[config.mk]
export PLATFORM = sky130hd
export DESIGN_NAME = reset_sequencer_flat
export DESIGN_NICKNAME = d
export VERILOG_FILES = /design/src/rtl/reset_seq_pkg.sv /design/src/rtl/reset_sequencer_if.sv /design/src/rtl/reset_seq_wdt.sv /design/src/rtl/reset_sequencer.sv /design/src/flat_wrapper.sv
export SDC_FILE = /design/constraint.sdc
export NUM_CORES = 1
export LEC_CHECK = 0
export BUFFER_PORTS_ARGS = -buffer_cell sky130_fd_sc_hd__buf_4
export CORE_UTILIZATION = 45
export DETAILED_ROUTE_END_ITERATION = 8
export GPL_TIMING_DRIVEN = 0
export PLACE_DENSITY_LB_ADDON = 0.3
export SYNTH_ARGS = -nofsm -noshare
export SYNTH_HDL_FRONTEND = slang
export SYNTH_HIERARCHICAL = 1
export SYNTH_SLANG_ARGS = --single-unit
export TNS_END_PERCENT = 30
[constraint.sdc]
create_clock -name clk -period 2 [get_ports clk]
set_input_delay 0.3 -clock clk [delete_from_list [all_inputs] [get_ports clk]]
set_output_delay 0.3 -clock clk [all_outputs]
set_load 0.01 [all_outputs]
[src/rtl/reset_seq_pkg.sv]
// Shared types for the reset sequencer: FSM state encoding and reset-cause codes.
// Latency: n/a (types and a compile-time helper only).
// Backpressure: n/a.
package reset_seq_pkg;

    typedef enum logic [1:0] {
        HOLD       = 2'd0,
        REL_BUS    = 2'd1,
        REL_PERIPH = 2'd2,
        RUN        = 2'd3
    } state_t;

    typedef enum logic [1:0] {
        CAUSE_POR  = 2'b00,
        CAUSE_SOFT = 2'b01,
        CAUSE_WDT  = 2'b10
    } cause_t;

    // Width of the shared stretch/gap counter: enough to hold max(a,b)-1.
    function automatic int cnt_width(input int a, input int b);
        int m;
        m = (a > b) ? a : b;
        return (m < 2) ? 1 : $clog2(m);
    endfunction

endpackage

[src/rtl/reset_sequencer_if.sv]
// Software-side handshake and reset fan-out bundle of the reset sequencer.
// Latency: n/a (wiring only).
// Backpressure: none; soft_rst_req is a level, soft_rst_ack a one-cycle pulse.
// Ports: master = requester/consumer side, slave = reset_sequencer.
interface reset_sequencer_if;

    logic       soft_rst_req;
    logic       soft_rst_ack;
    logic       wdt_en;
    logic       wdt_kick;
    logic       bus_reset;
    logic       periph_reset;
    logic       cpu_reset;
    logic       sys_ready;
    logic [1:0] reset_cause;

    modport master (
        output soft_rst_req, wdt_en, wdt_kick,
        input  soft_rst_ack, bus_reset, periph_reset, cpu_reset, sys_ready, reset_cause
    );

    modport slave (
        input  soft_rst_req, wdt_en, wdt_kick,
        output soft_rst_ack, bus_reset, periph_reset, cpu_reset, sys_ready, reset_cause
    );

endinterface

[src/rtl/reset_seq_wdt.sv]
// Watchdog counter for the reset sequencer; flags expiry when the count reaches all-ones.
// Latency: expire is combinational on the cycle the counter would reach all-ones.
// Backpressure: none; a kick in the expiry cycle suppresses the expiry.
// Ports: clk, reset (sync, active-high), run (sequencer in RUN), wdt_en, wdt_kick -> expire.
module reset_seq_wdt #(
    parameter int WDT_WIDTH = 16
) (
    input  logic clk,
    input  logic reset,
    input  logic run,
    input  logic wdt_en,
    input  logic wdt_kick,
    output logic expire
);

    logic [WDT_WIDTH-1:0] wcnt;
    logic [WDT_WIDTH-1:0] wcnt_nxt;

    // Count only while enabled in RUN; kick, disable or leaving RUN all clear it.
    always_comb begin
        wcnt_nxt = '0;
        if (run && wdt_en && !wdt_kick) begin
            wcnt_nxt = wcnt + 1'b1;
        end
    end

    assign expire = &wcnt_nxt;

    always_ff @(posedge clk) begin
        if (reset || expire) begin
            wcnt <= '0;
        end else begin
            wcnt <= wcnt_nxt;
        end
    end

endmodule

[src/rtl/reset_sequencer.sv]
// Stretches the chip reset, then releases bus, peripheral and CPU resets in order; soft reset and optional watchdog.
// Latency: bus/periph/cpu release STRETCH_CYCLES, +STAGE_GAP, +2*STAGE_GAP edges after reset drops; all outputs registered.
// Backpressure: soft_rst_req honoured only in RUN, acked with a single-cycle pulse; elsewhere it is ignored.
// Ports: clk, reset (sync, active-high), sif (reset_sequencer_if.slave).
// Build option: define RST_SEQ_WDT_EN to build the watchdog (reset_seq_wdt); otherwise wdt_en/wdt_kick are ignored.
module reset_sequencer
    import reset_seq_pkg::*;
#(
    parameter int STRETCH_CYCLES = 16,
    parameter int STAGE_GAP      = 8,
    parameter int WDT_WIDTH      = 16
) (
    input  logic                clk,
    input  logic                reset,
    reset_sequencer_if.slave    sif
);

    localparam int CW = cnt_width(STRETCH_CYCLES, STAGE_GAP);
    localparam logic [CW-1:0] STRETCH_LAST = CW'(STRETCH_CYCLES - 1);
    localparam logic [CW-1:0] GAP_LAST     = CW'(STAGE_GAP - 1);

    state_t        state, state_nxt;
    logic [CW-1:0] cnt, cnt_nxt;
    logic          bus_q, bus_nxt;
    logic          periph_q, periph_nxt;
    logic          cpu_q, cpu_nxt;
    logic          ready_q, ready_nxt;
    logic          ack_q, ack_nxt;
    cause_t        cause_q, cause_nxt;
    logic          wdt_expire;

`ifdef RST_SEQ_WDT_EN
    reset_seq_wdt #(
        .WDT_WIDTH (WDT_WIDTH)
    ) u_wdt (
        .clk      (clk),
        .reset    (reset),
        .run      (state == RUN),
        .wdt_en   (sif.wdt_en),
        .wdt_kick (sif.wdt_kick),
        .expire   (wdt_expire)
    );
`else
    logic wdt_unused;
    assign wdt_expire = 1'b0;
    assign wdt_unused = sif.wdt_en ^ sif.wdt_kick ^ WDT_WIDTH[0];
`endif

    always_comb begin
        state_nxt  = state;
        cnt_nxt    = cnt;
        bus_nxt    = bus_q;
        periph_nxt = periph_q;
        cpu_nxt    = cpu_q;
        ready_nxt  = ready_q;
        ack_nxt    = 1'b0;
        cause_nxt  = cause_q;
        case (state)
            HOLD: begin
                if (cnt == STRETCH_LAST) begin
                    state_nxt = REL_BUS;
                    cnt_nxt   = '0;
                    bus_nxt   = 1'b0;
                end else begin
                    cnt_nxt = cnt + 1'b1;
                end
            end
            REL_BUS: begin
                if (cnt == GAP_LAST) begin
                    state_nxt  = REL_PERIPH;
                    cnt_nxt    = '0;
                    periph_nxt = 1'b0;
                end else begin
                    cnt_nxt = cnt + 1'b1;
                end
            end
            REL_PERIPH: begin
                if (cnt == GAP_LAST) begin
                    state_nxt = RUN;
                    cnt_nxt   = '0;
                    cpu_nxt   = 1'b0;
                    ready_nxt = 1'b1;
                end else begin
                    cnt_nxt = cnt + 1'b1;
                end
            end
            RUN: begin
                // Soft request outranks a coincident watchdog expiry.
                if (sif.soft_rst_req || wdt_expire) begin
                    state_nxt  = HOLD;
                    cnt_nxt    = '0;
                    bus_nxt    = 1'b1;
                    periph_nxt = 1'b1;
                    cpu_nxt    = 1'b1;
                    ready_nxt  = 1'b0;
                    ack_nxt    = sif.soft_rst_req;
                    cause_nxt  = sif.soft_rst_req ? CAUSE_SOFT : CAUSE_WDT;
                end
            end
            default: begin
                state_nxt = HOLD;
                cnt_nxt   = '0;
            end
        endcase
    end

    always_ff @(posedge clk) begin
        if (reset) begin
            state    <= HOLD;
            cnt      <= '0;
            bus_q    <= 1'b1;
            periph_q <= 1'b1;
            cpu_q    <= 1'b1;
            ready_q  <= 1'b0;
            ack_q    <= 1'b0;
            cause_q  <= CAUSE_POR;
        end else begin
            state    <= state_nxt;
            cnt      <= cnt_nxt;
            bus_q    <= bus_nxt;
            periph_q <= periph_nxt;
            cpu_q    <= cpu_nxt;
            ready_q  <= ready_nxt;
            ack_q    <= ack_nxt;
            cause_q  <= cause_nxt;
        end
    end

    assign sif.bus_reset    = bus_q;
    assign sif.periph_reset = periph_q;
    assign sif.cpu_reset    = cpu_q;
    assign sif.sys_ready    = ready_q;
    assign sif.soft_rst_ack = ack_q;
    assign sif.reset_cause  = cause_q;

endmodule

[src/flat_wrapper.sv]
// flat-port wrapper written by rule: the top's interface ports become plain ports
module reset_sequencer_flat import reset_seq_pkg::*;
#(
    parameter int STRETCH_CYCLES = 16,
    parameter int STAGE_GAP      = 8,
    parameter int WDT_WIDTH      = 16
)
  (clk, reset, sif_soft_rst_req, sif_wdt_en, sif_wdt_kick, sif_soft_rst_ack, sif_bus_reset, sif_periph_reset, sif_cpu_reset, sif_sys_ready, sif_reset_cause);
  reset_sequencer_if sif_i ();
  input  logic clk;
  input  logic reset;
  input wire logic [$bits(sif_i.soft_rst_req)-1:0] sif_soft_rst_req;
  input wire logic [$bits(sif_i.wdt_en)-1:0] sif_wdt_en;
  input wire logic [$bits(sif_i.wdt_kick)-1:0] sif_wdt_kick;
  output wire logic [$bits(sif_i.soft_rst_ack)-1:0] sif_soft_rst_ack;
  output wire logic [$bits(sif_i.bus_reset)-1:0] sif_bus_reset;
  output wire logic [$bits(sif_i.periph_reset)-1:0] sif_periph_reset;
  output wire logic [$bits(sif_i.cpu_reset)-1:0] sif_cpu_reset;
  output wire logic [$bits(sif_i.sys_ready)-1:0] sif_sys_ready;
  output wire logic [$bits(sif_i.reset_cause)-1:0] sif_reset_cause;
  assign sif_i.soft_rst_req = sif_soft_rst_req;
  assign sif_i.wdt_en = sif_wdt_en;
  assign sif_i.wdt_kick = sif_wdt_kick;
  assign sif_soft_rst_ack = sif_i.soft_rst_ack;
  assign sif_bus_reset = sif_i.bus_reset;
  assign sif_periph_reset = sif_i.periph_reset;
  assign sif_cpu_reset = sif_i.cpu_reset;
  assign sif_sys_ready = sif_i.sys_ready;
  assign sif_reset_cause = sif_i.reset_cause;
  reset_sequencer #(.STRETCH_CYCLES(STRETCH_CYCLES), .STAGE_GAP(STAGE_GAP), .WDT_WIDTH(WDT_WIDTH)) u_core (.clk(clk), .reset(reset), .sif(sif_i));
endmodule
### Yosys cells after proc, flatten, opt, wreduce, memory -nomap -nowiden

Index checks and enable logic that the tools add are counted.

| storage, ports and cells | value |
|---|---|
| register bits | 12 |
| input bits | 5 |
| word-level logic and storage cells | 49 |

| cells by class | value |
|---|---|
| add/sub/neg operators | 1 |
| equal/unequal tests | 9 |
| mux-type cells | 19 |
| bitwise operators | 1 |
| reductions and logical operators | 11 |

Operators with widths:

| cell | number |
|---|---|
| 4-bit 2-to-1 mux | 3 |
| 4-bit one-hot mux with 3 select lines | 1 |
| 3-bit AND reduction | 3 |
| 2-bit 2-to-1 mux | 4 |
| 1-bit one-hot mux with 2 select lines | 4 |
| 2-bit one-hot mux with 4 select lines | 1 |
| 1-bit 2-to-1 mux | 6 |
| 2-bit by 1-bit != test with 1-bit output, second input constant | 3 |
| 2-bit nonzero test | 3 |
| 4-bit by 1-bit adder with 4-bit output, second input constant | 1 |
| 2-bit equality test, second input constant | 2 |
| 4-bit by 3-bit equality test with 1-bit output, second input constant | 1 |
| 4-bit equality test, second input constant | 1 |
| 4-bit AND reduction | 1 |
| 2-bit OR reduction | 2 |
| 2-bit by 1-bit equality test with 1-bit output, second input constant | 1 |
| 2-bit logical NOT | 1 |
| 2-bit != test, second input constant | 1 |
| 2-bit AND reduction | 1 |
| 1-bit inverter | 1 |

### Logic depth before layout (Yosys ltp)

Gate-level depths: netlist (run 1).

| depth | value |
|---|---|
| depth after elaboration | 3 |
| depth in mapped cells | 6 |

### Least setup slack after synthesis (run 1)

OpenSTA, ideal clock, no wires.

| path | value |
|---|---|
| kind | flip-flop to flip-flop |
| start point | reg u_core.state[0] |
| end point | reg u_core.cpu_q (netlist: u_core/sif.cpu_reset) |
| setup time | 0.122 ns |
| arrival time | 1.434 ns |
| slack | 0.444 ns |
| stages on the path, launching flop included | 7 |
| path buffers | 1 |
| clock period less this slack | 1.556 ns |
| path through | dfxtp_1 ha_1 nor2b_4 buf_6 a21oi_1 nand2_1 a221o_1 |

| between the ends | value |
|---|---|
| cells in the longest elaborated chain, start to end | 3 |
| elaborated cells between the ends (all ways) | 7 |
| classes of those cells | eq/ne (4); mux (1); reduce/logical (2) |

RTL lines:

| item | RTL line | source |
|---|---|---|
| start, declared | reset_sequencer.sv:22 | `state_t state, state_nxt;` |
| start signal, assigned | reset_sequencer.sv:118 | `state <= state_nxt;` |
| 2-bit equality test | reset_sequencer.sv:58 | `case (state)` |
| 2-bit by 1-bit != test with 1-bit output (no line) (tied with other cells) | -- |  |
| 3-bit AND reduction (no line) | -- |  |
| end signal, assigned | reset_sequencer.sv:122 | `cpu_q <= cpu_nxt;` |
| end, declared | reset_sequencer.sv:26 | `logic cpu_q, cpu_nxt;` |

Parallel ways exist; a longest one is shown, timed or not.
A chain may end at the register's enable or synchronous reset.

### Worst setup path in the final report (run 1)

Ends and elaborated chain as after synthesis.

==> results.py, run 1 <==
metrics = {
    "detailed_routing": {
        "initialDrtViolationCount": 9,
        "avgRoutedWirePerCell_um": 11.9,
        "dr.pass1.iters": 4,
        "vias_per_cell": 5.49,
        "vias": 587,
        "antenna_left": 0,
        "wl_um": 1270,
        "drc": 0,
    },
    "logic_synthesis": {
        "synth_top_cell_by_area": "dfxtp_1",
        "post-synth-top-area-fraction_pct": 35.3,
        "synth_commonest_cells": "a21oi_1 (13), dfxtp_1 (12), nand2_1 (8)",
        "synth_seq_cells": 12,
        "synthAdderAreaFrac_pct": 11.0,
        "synth_ff_type": "dfxtp_1",
        "muxShareOfSynthArea_pct": 1.47,
        "syn_avg_cell_area_um2": 8.51,
        "synth_area_leaders": "dfxtp_1 (35%), ha_1 (11%), a21oi_1 (9.6%)",
        "synth_cell_type_count": 30,
        "seq_area_frac_synth_pct": 35.3,
        "synth_cells": 80,
        "ys.warnings.count": 6,
        "synth_edf_count": 0,
        "synth_xor_area_share_pct": 1.29,
        "yosysMostFrequentCell": "a21oi_1",
        "async_reset_ff_share_pct": 0,
        "synth_area_um2": 681,
        "synth_top_family_by_area": "simple AND/OR/NAND/NOR gates",
        "synth_nets": 91,
        "synth_compound_area_share_pct": 20.2,
        "synthSimpleGateAreaFrac_pct": 23.9,
    },
    "layout": {
        "fin_util_pct": 58.9,
        "n_antenna_cell": 0,
        "multiInputGateArea_um2": 398,
        "stdcell_count": 107,
        "layout.nets": 104,
        "nFillCells": 127,
        "syn_to_final_growth_pct": 16.9,
        "drive_above_1_share_pct": 20.7,
        "seqCellArea_um2": 240,
    },
    "global_routing": {
        "first_global_vias": 496,
        "overflow": 0,
        "grt_antenna_before_repair": 0,
        "grtUsageTotal_pct": 19.6,
        "grt_max_degree": 11,
        "grt_pass1_wl_um": 2140,
    },
    "pwr": {
        "power.total_uw": 668,
        "ir_worst_vdd_v": 0.000406,
        "p_leak_nw": 0.371,
        "p_per_area_nw_per_um2": 839,
    },
    "hold_path": {
        "holdPathEnd": "u_core/sif.periph_reset",
        "whs_path_depth": 2,
        "hold_path_startpoint": "reset",
        "min_path_type": "primary input to flop",
    },
    "clock_tree": {
        "postCtsSetupRepairBufs": 0,
        "holdBufCountCts": 0,
        "clockRootBuffer": "clkbuf_4",
        "cts_buffer_depth": 2,
        "cts_resized": 0,
        "cts-buffers-inserted": 3,
        "cts_num_sinks": 12,
        "clock_latency_ns": 0.28,
        "tritoncts": "yes",
        "htreeDepth": 1,
        "clkTransAtPathRegs_ns": 0.08,
    },
    "floorplanning": {
        "io_pins": 12,
        "core-area_um2": 1350,
        "start_util_pct": 50.4,
        "die_h_um": 40.9,
        "die_w_um": 40.9,
        "dieArea_um2": 1670,
        "rows": 13,
    },
    "worst_setup_path": {
        "crit_family": "compound AO/OA/AOI/OAI gates",
        "slowest_stage": "dfxtp_1",
        "crit_required_ns": 2.18,
        "r2r-start": "u_core/state[0]",
        "cp_data_arrival_time_ns": 1.93,
        "crit_type": "flop to flop",
        "cp-start-kind": "flop",
        "rr_worst_depth": 6,
        "crit_path_max_fanout": 8,
        "slowest_delay_ns": 0.34,
        "end_kind": "flop",
        "reg2reg_slack_ns": 0.24,
        "worst-path-buf-inv": 1,
        "crit_path_cell_trace": "ha_1, nor2b_4, buf_6, a21oi_1, nand2_1, a221o_1",
        "r2r_end": "u_core/sif.cpu_reset",
    },
    "run_status": {
        "status": "finished clean",
    },
    "sta": {
        "tns_ns": 0,
        "setup_viol": 0,
        "final-hold-violation-count": 0,
        "worst_slack_ns": 0.242,
        "fin_skew_ns": 0.00344,
        "period_needed_ns": 1.76,
        "max_freq_mhz": 569,
        "finalCritPeriodShare_pct": 87.9,
        "maxSlewViolCount": 0,
        "rsz0062_at_grt": "false",
    },
    "placement": {
        "io_buffers": 8,
        "post-dp-hpwl_um": 929,
        "dp_cells": 103,
        "gp_congestion": 0.821,
        "dpl_worst_slack_ns": 0.241,
    },
    "job": {
        "drv_cap": 0,
    },
}
==> cell usage in the layout (no fill, tap or decap), types with 2 or more instances in the layout <==
| cell | n |
|---|---|
| a21oi_1 | 13 |
| a31oi_1 | 2 |
| buf_4 | 10 |
| clkbuf_4 | 3 |
| dfxtp_1 | 12 |
| ha_1 | 6 |
| inv_1 | 2 |
| nand2_1 | 8 |
| nand3_1 | 3 |
| nor2_1 | 7 |
| o21ai_0 | 4 |
| o21bai_1 | 2 |
==> kinds of logic after synthesis <==
family                     after synthesis
AOI/OAI and AO/OA                       24
muxes                                    1
adders and majority gates                6
xor gates and xnor gates                 1
buffers and inverters                    7
DFF                                     12
and+or+nand+nor                         28
other                                    1
==> worst max path at each step <==
stage          slack, ns  depth (start not counted)             from              endpoint
3_3_place_gp        0.28                          6  u_core/state[0]  u_core/sif.cpu_reset
2_1_floorplan       0.44                          6  u_core/state[0]  u_core/sif.cpu_reset
6_report            0.24                          6  u_core/state[0]  u_core/sif.cpu_reset
4_1_cts             0.23                          6  u_core/state[0]  u_core/sif.cpu_reset
3_5_place_dp        0.24                          6  u_core/state[0]  u_core/sif.cpu_reset
5_1_grt             0.13                          6  u_core/state[0]  u_core/sif.cpu_reset
==> power breakdown <==
part	internal (mW)	switching [mW]	total [mW]
clock network	0.111	0.0891	0.200
logic	0.0772	0.104	0.181
registers	0.266	0.0200	0.286
total	0.454	0.213	0.668
==> routing by layer <==
layer / share of wire (%) / vias to the layer above / global-route usage [%]
met1: 48 / 270 / 24.6
met4: 1.5 / 0 / 7.50
li1: - / 303 / -
met3: 4.1 / 2 / 4.89
met5: 0 / - / 0
met2: 46 / 12 / 31.6
==> stage by stage <==
step / hold slack, ns / instance area (um^2)
2_1_floorplan: 0.405 / 681
3_3_place_gp: 0.461 / 759
3_5_place_dp: 0.464 / 759
4_1_cts: 0.227 / 796
5_1_grt: 0.226 / 796
6_report: 0.228 / 796
==> registers in the layout, indices dropped and copies added, names as in the netlist <==
name and count:
u_core/cnt 4, u_core/state 2, u_core/sif.bus_reset 1, u_core/sif.cpu_reset 1
u_core/sif.periph_reset 1, u_core/sif.reset_cause 1, u_core/sif.soft_rst_ack 1, u_core/sif.sys_ready 1
==> layout make-up <==
| type | instances | share of cell area, % |
|---|---|---|
| Buffer | 5 | 4.40 |
| Clock buffer | 4 | 4.56 |
| Timing Repair Buffer | 8 | 7.55 |
| Sequential cell | 12 | 30.2 |
| Tap cell | 15 | 2.36 |
| Inverter | 2 | 0.943 |
| Multi-Input combinational cell | 61 | 50.0 |
No activity file was read; power rests on OpenSTA's default activity.
==> run 2: changes to the inputs <==
--- a/config.mk
+++ b/config.mk
@@ -7,6 +7,7 @@
 export LEC_CHECK = 0
 export BUFFER_PORTS_ARGS = -buffer_cell sky130_fd_sc_hd__buf_4
 export CORE_UTILIZATION = 45
+export CTS_BUF_LIST = sky130_fd_sc_hd__clkbuf_8
 export DETAILED_ROUTE_END_ITERATION = 8
 export GPL_TIMING_DRIVEN = 0
 export PLACE_DENSITY_LB_ADDON = 0.3
==> run 2 against run 1 <==
Against the previous run:
- count of clock-buffer cells in the layout is the same
- clock skew decreased by 0.0011 ns
- sequential power hardly changed
- critical path depth unchanged
- critical path type unchanged
- highest routed layer is now met3
==> results.py, run 2 (synthesis gave the netlist of run 1 again) <==
metrics = {
    "placement": {
        "post-dp-hpwl_um": 929,
        "dpl_cell_area_um2": 759,
        "dpl_worst_slack_ns": 0.241,
        "gp_congestion": 0.821,
        "io_buffers": 8,
    },
    "sta": {
        "rsz0062_at_grt": "false",
        "finalCritPeriodShare_pct": 87.9,
        "max_freq_mhz": 569,
        "worst_slack_ns": 0.242,
        "setup_viol": 0,
        "maxSlewViolCount": 0,
        "tns_ns": 0,
        "fin_skew_ns": 0.00234,
        "period_needed_ns": 1.76,
        "final-hold-violation-count": 0,
    },
    "job": {
        "drv_cap": 0,
    },
    "global_routing": {
        "grt_max_degree": 11,
        "first_global_vias": 499,
        "grt_antenna_before_repair": 0,
        "grt_pass1_wl_um": 2150,
        "grtUsageTotal_pct": 19.6,
        "overflow": 0,
    },
    "layout": {
        "layout_commonest_cell": "a21oi_1",
        "top_register": "u_core/cnt",
        "n_antenna_cell": 0,
        "drive_above_1_share_pct": 20.7,
        "nFillCells": 125,
        "multiInputGateArea_um2": 398,
        "mostFrequentLayoutCells": "a21oi_1 (13), dfxtp_1 (12), buf_4 (10), nand2_1 (8), nor2_1 (7)",
        "reg_top3": "u_core/cnt: 4 flops, u_core/state: 2 flops",
        "seqCellArea_um2": 240,
        "fin_area_um2": 815,
        "largest_register_ffs": 4,
        "fin_util_pct": 60.3,
        "layout.nets": 104,
        "syn_to_final_growth_pct": 19.7,
    },
    "clock_tree": {
        "cts_num_sinks": 12,
        "clockRootBuffer": "clkbuf_8",
        "holdBufCountCts": 0,
        "clkTransAtPathRegs_ns": 0.05,
        "postCtsSetupRepairBufs": 0,
        "tritoncts": "yes",
        "clock_latency_ns": 0.24,
        "cts_resized": 0,
        "cts_buffer_depth": 2,
        "htreeDepth": 1,
        "cts-buffers-inserted": 3,
    },
    "hold_path": {
        "min_path_type": "primary input to flop",
    },
    "worst_setup_path": {
        "crit_family": "compound AO/OA/AOI/OAI gates",
        "crit_path_max_fanout": 8,
        "crit_type": "flop to flop",
        "crit_path_cell_trace": "ha_1, nor2b_4, buf_6, a21oi_1, nand2_1, a221o_1",
        "worst-path-buf-inv": 1,
        "cp-start-kind": "flop",
        "crit_required_ns": 2.12,
        "end_kind": "flop",
        "slowest_stage": "dfxtp_1",
        "cp_data_arrival_time_ns": 1.88,
        "slowest_delay_ns": 0.33,
    },
    "run_status": {
        "status": "finished clean",
    },
    "floorplanning": {
        "dieArea_um2": 1670,
        "io_pins": 12,
        "die_w_um": 40.9,
        "core-area_um2": 1350,
        "start_util_pct": 50.4,
        "rows": 13,
        "die_h_um": 40.9,
    },
    "detailed_routing": {
        "dr.pass1.iters": 4,
        "avgRoutedWirePerCell_um": 11.9,
        "antenna_left": 0,
        "initialDrtViolationCount": 16,
        "wl_um": 1280,
        "vias_per_cell": 5.42,
        "vias": 580,
        "drc": 0,
    },
    "pwr": {
        "p_leak_nw": 0.379,
        "ir_worst_vdd_v": 0.000584,
        "p_per_area_nw_per_um2": 896,
    },
}
## run 2: cell count changes in the layout (fill, tap and decap cells not counted)
cell	delta
clkbuf_4	-3
clkbuf_8	+3
## run 2: worst paths after layout
path	from	to	slack, ns	depth (start not counted)
max reg2reg	u_core/state[0]	u_core/sif.cpu_reset	0.24	6
min	reset	u_core/sif.periph_reset	0.27	2
max	u_core/state[0]	u_core/sif.cpu_reset	0.24	6
min reg2reg	u_core/cnt[1]	u_core/cnt[1]	0.47	2
## run 2: power by group
group          leakage, nW  internal [mW]  switching [mW]  total [mW]
Combinational        0.252         0.0773           0.106       0.183
Clock               0.0288          0.174          0.0866       0.260
Sequential          0.0975          0.267          0.0199       0.287
Total                0.379          0.518           0.212       0.730
## run 2: metrics by stage
step           hold WS, ns  power (mW)  cells
3_5_place_dp         0.464       0.474    103
6_report             0.275       0.730    107
2_1_floorplan        0.405       0.433     80
3_3_place_gp         0.461       0.468    103
5_1_grt              0.273       0.784    107
4_1_cts              0.274       0.739    107
## run 2: layer usage
metal	wire, um	GRT usage [%]
met1	644	24.9
met2	591	31.3
met3	40	6.52
met4	0	5.00
met5	0	0
## run 2: layout make-up
class	count	share of cell area, %
Sequential cell	12	29.5
Timing Repair Buffer	8	7.37
Clock buffer	4	6.76
Buffer	5	4.30
Tap cell	15	2.30
Inverter	2	0.922
Multi-Input combinational cell	61	48.8
